[config.mk]
export PLATFORM = sky130hd
export DESIGN_NAME = vga_sync_decoder
export DESIGN_NICKNAME = d
export VERILOG_FILES = /design/src/rtl/vga_sync_decoder.sv
export SDC_FILE = /design/constraint.sdc
export NUM_CORES = 1
export LEC_CHECK = 0
export CAP_MARGIN = 20
export CORE_MARGIN = 2
export CORE_UTILIZATION = 54
export DETAILED_ROUTE_END_ITERATION = 10
export PLACE_DENSITY = 0.8
export SLEW_MARGIN = 20
export SYNTH_ARGS = -nofsm -noshare
export SYNTH_HDL_FRONTEND = slang
export SYNTH_SLANG_ARGS = --single-unit
[constraint.sdc]
create_clock -name vga_clk -period 3.04 [get_ports vga_clk]
set_clock_uncertainty 0.15 [all_clocks]
set_input_delay 0.456 -clock vga_clk [delete_from_list [all_inputs] [get_ports vga_clk]]
set_output_delay 0.456 -clock vga_clk [all_outputs]
set_load 0.02 [all_outputs]
[src/rtl/vga_sync_decoder.sv]
// VGA receive timing: recovers pixel coordinates from active-low hsync/vsync, tracks lock, flags timing errors.
// Counters and status are registered; de/hpos/vpos decode the registered counters. There is no backpressure.
module vga_sync_decoder #(
  parameter int H_SYNC  = 96,
  parameter int H_BP    = 48,
  parameter int H_ACT   = 640,
  parameter int H_TOTAL = 800,
  parameter int V_SYNC  = 2,
  parameter int V_BP    = 33,
  parameter int V_ACT   = 480,
  parameter int V_TOTAL = 525
) (
  input  logic       vga_clk,
  input  logic       rst_n,
  input  logic       hs_in,
  input  logic       vs_in,
  output logic [9:0] hpos,
  output logic [9:0] vpos,
  output logic       de,
  output logic       locked,
  output logic       frame_start,
  output logic       err,
  output logic [7:0] err_count
);

  localparam logic [9:0] H_LAST   = 10'(H_TOTAL - 1);
  localparam logic [9:0] H_MAX    = 10'(H_TOTAL);
  localparam logic [9:0] H_ACT_LO = 10'(H_SYNC + H_BP);
  localparam logic [9:0] H_ACT_HI = 10'(H_SYNC + H_BP + H_ACT - 1);
  localparam logic [9:0] V_LAST   = 10'(V_TOTAL - 1);
  localparam logic [9:0] V_MAX    = 10'(V_TOTAL);
  localparam logic [9:0] V_ACT_LO = 10'(V_SYNC + V_BP);
  localparam logic [9:0] V_ACT_HI = 10'(V_SYNC + V_BP + V_ACT - 1);

  typedef enum logic [1:0] {SEARCH, CHECK, LOCKED} state_t;

  state_t     state_q, state_d;
  logic [9:0] hcnt_q, hcnt_d;
  logic [9:0] vcnt_q, vcnt_d;
  logic       hs_prev_q, hs_prev_d;
  logic       vs_line_prev_q, vs_line_prev_d;
  logic       frame_start_q, frame_start_d;
  logic       err_q, err_d;
  logic [7:0] err_count_q, err_count_d;

  logic ls, fs, checking, viol;

  always_comb begin
    ls       = hs_prev_q & ~hs_in;
    fs       = ls & vs_line_prev_q & ~vs_in;
    checking = (state_q != SEARCH);

    // Line/frame length on an edge, or timeout when the terminal count passes without one.
    viol = checking & ((ls & (hcnt_q != H_LAST)) |
                       (~ls & (hcnt_q == H_LAST)) |
                       (fs & (vcnt_q != V_LAST)) |
                       (ls & ~fs & (vcnt_q == V_LAST)));

    hs_prev_d      = hs_in;
    vs_line_prev_d = ls ? vs_in : vs_line_prev_q;

    // Counters park at their timeout value so a stalled input cannot wrap them.
    if (ls)                  hcnt_d = '0;
    else if (hcnt_q == H_MAX) hcnt_d = hcnt_q;
    else                     hcnt_d = hcnt_q + 10'd1;

    vcnt_d = vcnt_q;
    if (fs)                               vcnt_d = '0;
    else if (ls && (vcnt_q != V_MAX))     vcnt_d = vcnt_q + 10'd1;

    state_d = state_q;
    case (state_q)
      SEARCH:  if (fs) state_d = CHECK;
      CHECK:   if (viol) state_d = SEARCH; else if (fs) state_d = LOCKED;
      LOCKED:  if (viol) state_d = SEARCH;
      default: state_d = SEARCH;
    endcase

    frame_start_d = fs & ~viol & checking;
    err_d         = viol;
    err_count_d   = (viol && (err_count_q != 8'hFF)) ? err_count_q + 8'd1 : err_count_q;
  end

  always_ff @(posedge vga_clk or negedge rst_n) begin
    if (!rst_n) begin
      state_q        <= SEARCH;
      hcnt_q         <= '0;
      vcnt_q         <= '0;
      hs_prev_q      <= 1'b1;
      vs_line_prev_q <= 1'b1;
      frame_start_q  <= 1'b0;
      err_q          <= 1'b0;
      err_count_q    <= '0;
    end else begin
      state_q        <= state_d;
      hcnt_q         <= hcnt_d;
      vcnt_q         <= vcnt_d;
      hs_prev_q      <= hs_prev_d;
      vs_line_prev_q <= vs_line_prev_d;
      frame_start_q  <= frame_start_d;
      err_q          <= err_d;
      err_count_q    <= err_count_d;
    end
  end

  always_comb begin
    locked      = (state_q == LOCKED);
    de          = locked &&
                  (hcnt_q >= H_ACT_LO) && (hcnt_q <= H_ACT_HI) &&
                  (vcnt_q >= V_ACT_LO) && (vcnt_q <= V_ACT_HI);
    hpos        = de ? hcnt_q - H_ACT_LO : '0;
    vpos        = de ? vcnt_q - V_ACT_LO : '0;
    frame_start = frame_start_q;
    err         = err_q;
    err_count   = err_count_q;
  end

endmodule

After elaboration in Yosys (flattened, before gate mapping)

Cells that the tools add are included.

Output and inout port bits: 32
Flip-flop bits (word level): 34
Logic and storage cells: 70

Reduce and logical (&&, ||, !) cells: 10
Add/sub/neg operators: 5
Mux-type cells: 11
Bitwise logic cells: 19
Magnitude comparators: 4
Equal/unequal tests: 13

Operators with widths:

| kind                  | number |
|---|---|
| $mux 10               | 6 |
| $eq 10x10->1 const B  | 3 |
| $ne 10x10->1 const B  | 3 |
| $add 10x1->10 const B | 2 |
| $le 10x10->1 const B  | 2 |
| $and 1x1->1           | 11 |
| $ge 10x6->1 const B   | 1 |
| $ge 10x8->1 const B   | 1 |
| $sub 10x6->10 const B | 1 |
| $sub 10x8->10 const B | 1 |
| $add 8x1->8 const B   | 1 |
| $mux 2                | 4 |
| $ne 8x8->1 const B    | 1 |
| $logic_and 1x1->1     | 6 |
| $pmux 2 s3            | 1 |
| $not 1->1             | 5 |
| $ne 2x2->1 const B    | 2 |
| $reduce_bool 2->1     | 2 |
| $ne 3x3->1 const B    | 1 |
| $or 1x1->1            | 3 |
| $reduce_and 3->1      | 1 |
| $eq 2x1->1 const B    | 1 |
| $eq 2x2->1 const B    | 1 |
| $logic_not 2->1       | 1 |
| $ne 2x1->1 const B    | 1 |

Longest topological paths before layout

Word-level depth: 12
Gate-level depth with buffers: 8

Worst setup path after synthesis

Ideal clock, no wire load.

Path kind: register -> output
From: register hcnt_q[4]
To: output port vpos[5]
Slack: 0.346 ns
Required time: 2.434 ns
Arrival time: 2.088 ns
Stages on the path, launching flop included: 9
Path through: dfrtp_1 > inv_1 > ha_1 > a41oi_1 > o311a_1 > a311oi_1 > o311ai_2 > buf_4 > nor3_2

Word-level cells in the longest chain between the ends: 6
Elaborated cells on any way between the ends: 7
Those cells by class: order compare: 2; mux: 1; reduce/logical: 4

Ends and longest elaborated chain:

| element                             | line | text |
|---|---|---|
| start: declaration                  | 38   | `logic [9:0] hcnt_q, hcnt_d;` |
| start signal: assignment            | 96   | `hcnt_q <= hcnt_d;` |
| $ge 10x8->1                         | 109  | `(hcnt_q >= H_ACT_LO) && (hcnt_q <= H_ACT_HI) &&` |
| $logic_and 1x1->1                   | 108  | `de = locked &&` |
| $logic_and 1x1->1 (*) (2 in series) | 109  |  |
| $logic_and 1x1->1 (*)               | 110  | `(vcnt_q >= V_ACT_LO) && (vcnt_q <= V_ACT_HI);` |
| $mux 10 (*)                         | 112  | `vpos = de ? vcnt_q - V_ACT_LO : '0;` |
| end: declaration                    | 18   | `output logic [9:0] vpos,` |

Every way passes the cells marked *; elsewhere a longest branch is shown, timed or not.

Worst setup path after layout

From: register hcnt_q[4]
To: output port hpos[6]

Word-level cells in the longest chain between the ends: 6
Elaborated cells on any way between the ends: 8
Those cells by class: add/sub: 1; order compare: 2; mux: 1; reduce/logical: 4

Ends and longest elaborated chain:

| element                         | line | text |
|---|---|---|
| $ge 10x8->1                     | 109  |  |
| $logic_and 1x1->1               | 108  |  |
| $logic_and 1x1->1 (2 in series) | 109  |  |
| $logic_and 1x1->1               | 110  |  |
| $mux 10 (*)                     | 111  | `hpos = de ? hcnt_q - H_ACT_LO : '0;` |
| end: declaration                | 17   | `output logic [9:0] hpos,` |

Marked as above.

==> metrics.md <==
| Metric | Value |
|---|---|
| Status | `finished clean` |
| Hold Fails Final Rpt | `0` |
| Quantity of hold-fixing buffers added after cts | `0` |
| H-tree depth | `2` |
| CTS tree | `built` |
| Core box area | `~4000 um2` |
| Rows | `23` |
| Slew Limit Fails | `0` |
| Post-Place Cell Area | `2830 um2` |
| Critical-path maximum fanout | `6` |
| Startpoint types | `register` |
| # IOs | `36` |
| Slew @ Worst Pin | `between 600 and 700 ps` |
| F_max | `roughly 340 MHz` |
| PwrDens | `578 nW/um2` |
| Iter 0 DRT Violations | `approximately 120` |
| First-pass GRT wire length | `between 8000 and 9000 um` |
| Via density | `5.38` |
| Number of detailed-route iterations in the first pass | `4` |
| Number of synthesized register bits | `34` |
| Port Buffers | `35` |
| Grt ovf | `0` |
| M3 GR Usage | `5.52%` |
| ANT cells | `0` |
| GR Util met1 | `a little under a third` |
| Hold wc startpoint | `vs_line_prev_q` |
| WS Path Type | `register to output port` |
| Antenna Nets Post-Route | `0` |
| Syn Inst Count | `~250` |
| Fin util | `approximately 71%` |
| Leak | `1.36 nW` |
| CTS Sinks | `34` |
| Min Hold Slack | `approximately 310 ps` |
| Commonest cells in the netlist | `nor2_1, dfrtp_1, xnor2_1, nand2_1, inv_1` |
| GR Util All Layers | `between 20% and 30%` |
| FFs w/ async S/R, synth | `between 90% and 100%` |
| GR Layer Usage met2 | `around two fifths` |
| RSZ-0062 raised after global routing | `true` |
| Final RePlAce weighted congestion | `just under 0.9` |
| Global-route layer with the greatest usage | `met2` |
| Layout cell share with drive strength beyond 1 | `about a quarter` |
| Ranking of synthesized cells by area | `dfrtp_1, xnor2_1, nor2_1` |
| FF-to-FF Start | `hcnt_q[1]` |
| Worst r2r path cells | `7` |
| Vias | `between 1500 and 2000` |
| Max_slew headroom | `slightly below 60%` |
| Seq/Total Area, Yosys | `a little under two fifths` |
| CP Data Required Time | `approximately 2400 ps` |
| Initial antenna violation count | `0` |
| Synth Flop Type | `dfrtp_1` |
| Min-Delay Path Depth | `2` |
| Initial core utilization | `a little under three fifths` |
| Worst vdd ir | `474 uV` |
| Final Cell Area | `2870 um2` |
| Netlist cell types | `between 50 and 60` |
| Longest Clk Path Bufs | `2` |
| Clock slew at reported path FFs | `70 ps` |
| Post-Syn Area per Cell | `a little over 9 um2` |
| DPL Wire Length | `approximately 3800 um` |
| Hold Path End | `vs_line_prev_q` |
| Die Ht | `roughly 69 um` |
| Finish-stage setup viols | `0` |
| Latest clock arrival within the worst-skew pair | `290 ps` |
| CP arrival | `~2400 ps` |
| CTS root buffer | `clkbuf_8` |
| Reg2reg setup slack | `just under 800 ps` |
| Synthesized net count | `around 270` |
| DR WL/cell | `between 10 and 15 um` |
| RR Endpoint | `err_count[1]` |
| Largest net degree at the start of global routing | `35` |
| Die W | `68.8 um` |
| Post-route minimum period | `~3000 ps` |
| YS warnings | `0` |
| Synth Cell Area | `2270 um2` |
| Total CTS buffers | `5` |
| Fin cells | `roughly 360` |
| Post-synth top area cell | `dfrtp_1` |
| Fin crit share | `between 90% and 100%` |
| EDFF count, synth | `0` |
| Post-Route WL | `~5000 um` |
| Die area | `approximately 4700 um2` |
| Post-synth top area share | `35.3%` |
| MaxCap Viol Count | `0` |
| Most frequent cell after synthesis | `nor2_1` |
| Vias in the first global route | `1916` |
| Critical Path End Type | `output port` |
| Post-synthesis to final-layout area growth | `26.4%` |
| DRC viols | `0` |
| Layout net count | `roughly 320` |
| Dpl cells | `between 300 and 400` |
| Class of the worst hold path | `register to register` |
-- cell usage in the layout, fill, tap and decap left out, types with 2 or more instances in the layout --
cell / count
clkdlybuf4s50_1: 14
nor3b_1: 2
nand4b_1: 2
xor2_1: 9
xnor2_1: 23
nand2_1: 14
nor4_1: 3
buf_2: 2
ha_1: 11
nor3b_2: 2
nand3_1: 11
nor3_1: 7
or3_1: 2
and3_1: 6
clkbuf_2: 15
nor2_1: 47
inv_1: 11
a21oi_1: 6
nand4_1: 5
nand2b_1: 2
o21ai_0: 4
clkbuf_1: 2
buf_4: 36
clkbuf_8: 5
nor2b_1: 4
dfstp_2: 2
dfrtp_1: 32
inv_2: 2
-- how the worst max path moves through the flow --
stage | end | startpoint
floorplan | vpos[5] | hcnt_q[4]
global placement | hpos[7] | hcnt_q[4]
detailed placement | hpos[7] | hcnt_q[4]
CTS | vpos[8] | hcnt_q[4]
global route | hpos[8] | hcnt_q[5]
finish | hpos[6] | hcnt_q[4]
-- layout make-up --
class	instances	area, um2
Multi-Input combinational cell	187	1300
Fill cell	304	1160
Sequential cell	34	853
Timing Repair Buffer	67	495
Clock buffer	7	76.3
Tap cell	50	62.6
Inverter	13	48.8
Clock inverter	1	30.0
-- logic make-up (layout without fill, tap and decap cells) --
| family | after synthesis | count (layout) | share of synthesized area [%] |
|---|---|---|---|
| muxes | 3 | 3 | 1.60 |
| xor gates and xnor gates | 32 | 32 | 12.3 |
| adders and majority gates | 12 | 12 | 6.62 |
| DFF | 34 | 34 | 37.6 |
| AOI/OAI and AO/OA | 23 | 23 | 8.93 |
| and+or+nand+nor | 117 | 117 | 27.0 |
| buffers and inverters | 28 | 88 | 5.95 |
-- per-layer routing --
| layer | up-vias | wire length, um |
|---|---|---|
| li1 | 957 | - |
| met4 | 0 | 121 |
| met5 | - | 0 |
| met3 | 15 | 198 |
| met2 | 42 | 2500 |
| met1 | 919 | 2270 |
-- metrics by stage --
stage	total power [mW]	setup slack, ps	TNS (ps)
after floorplan	1.00	346	0
after CTS	1.66	0.381	0
after global routing	1.76	-27.1	-56.9
after global placement	1.22	-62.2	-121
final	1.66	80.1	0
after detailed placement	1.24	-178	-1510
-- power by group --
part	total, mW	leakage, nW	internal (mW)	switching (mW)
logic	0.608	0.863	0.291	0.317
registers	0.641	0.449	0.536	0.105
clock network	0.408	0.0524	0.245	0.163
-- registers in the layout (all words and copies together), names as in the netlist --
register and flops:
vs_line_prev_q 1, vcnt_q 10, err_count 8, state_q 2, hcnt_q 10, err 1, hs_prev_q 1, frame_start 1
-- what timing repair did --
action                     CTS  global route
pin swaps                    2             0
setup buffers                0             1
gates resized for setup     46            34
setup endpoints to repair   21            21
-- worst max-delay path: stages (launching register included) --
cell and delay [ps]:
dfrtp_1 400, inv_2 80, ha_1 160, a41oi_2 130, o311a_1 320, a311oi_2 240
o311ai_2 180, buf_4 190, buf_4 130, nor2_1 100, buf_4 150
Note: power is estimated with default switching activity, not from simulation.
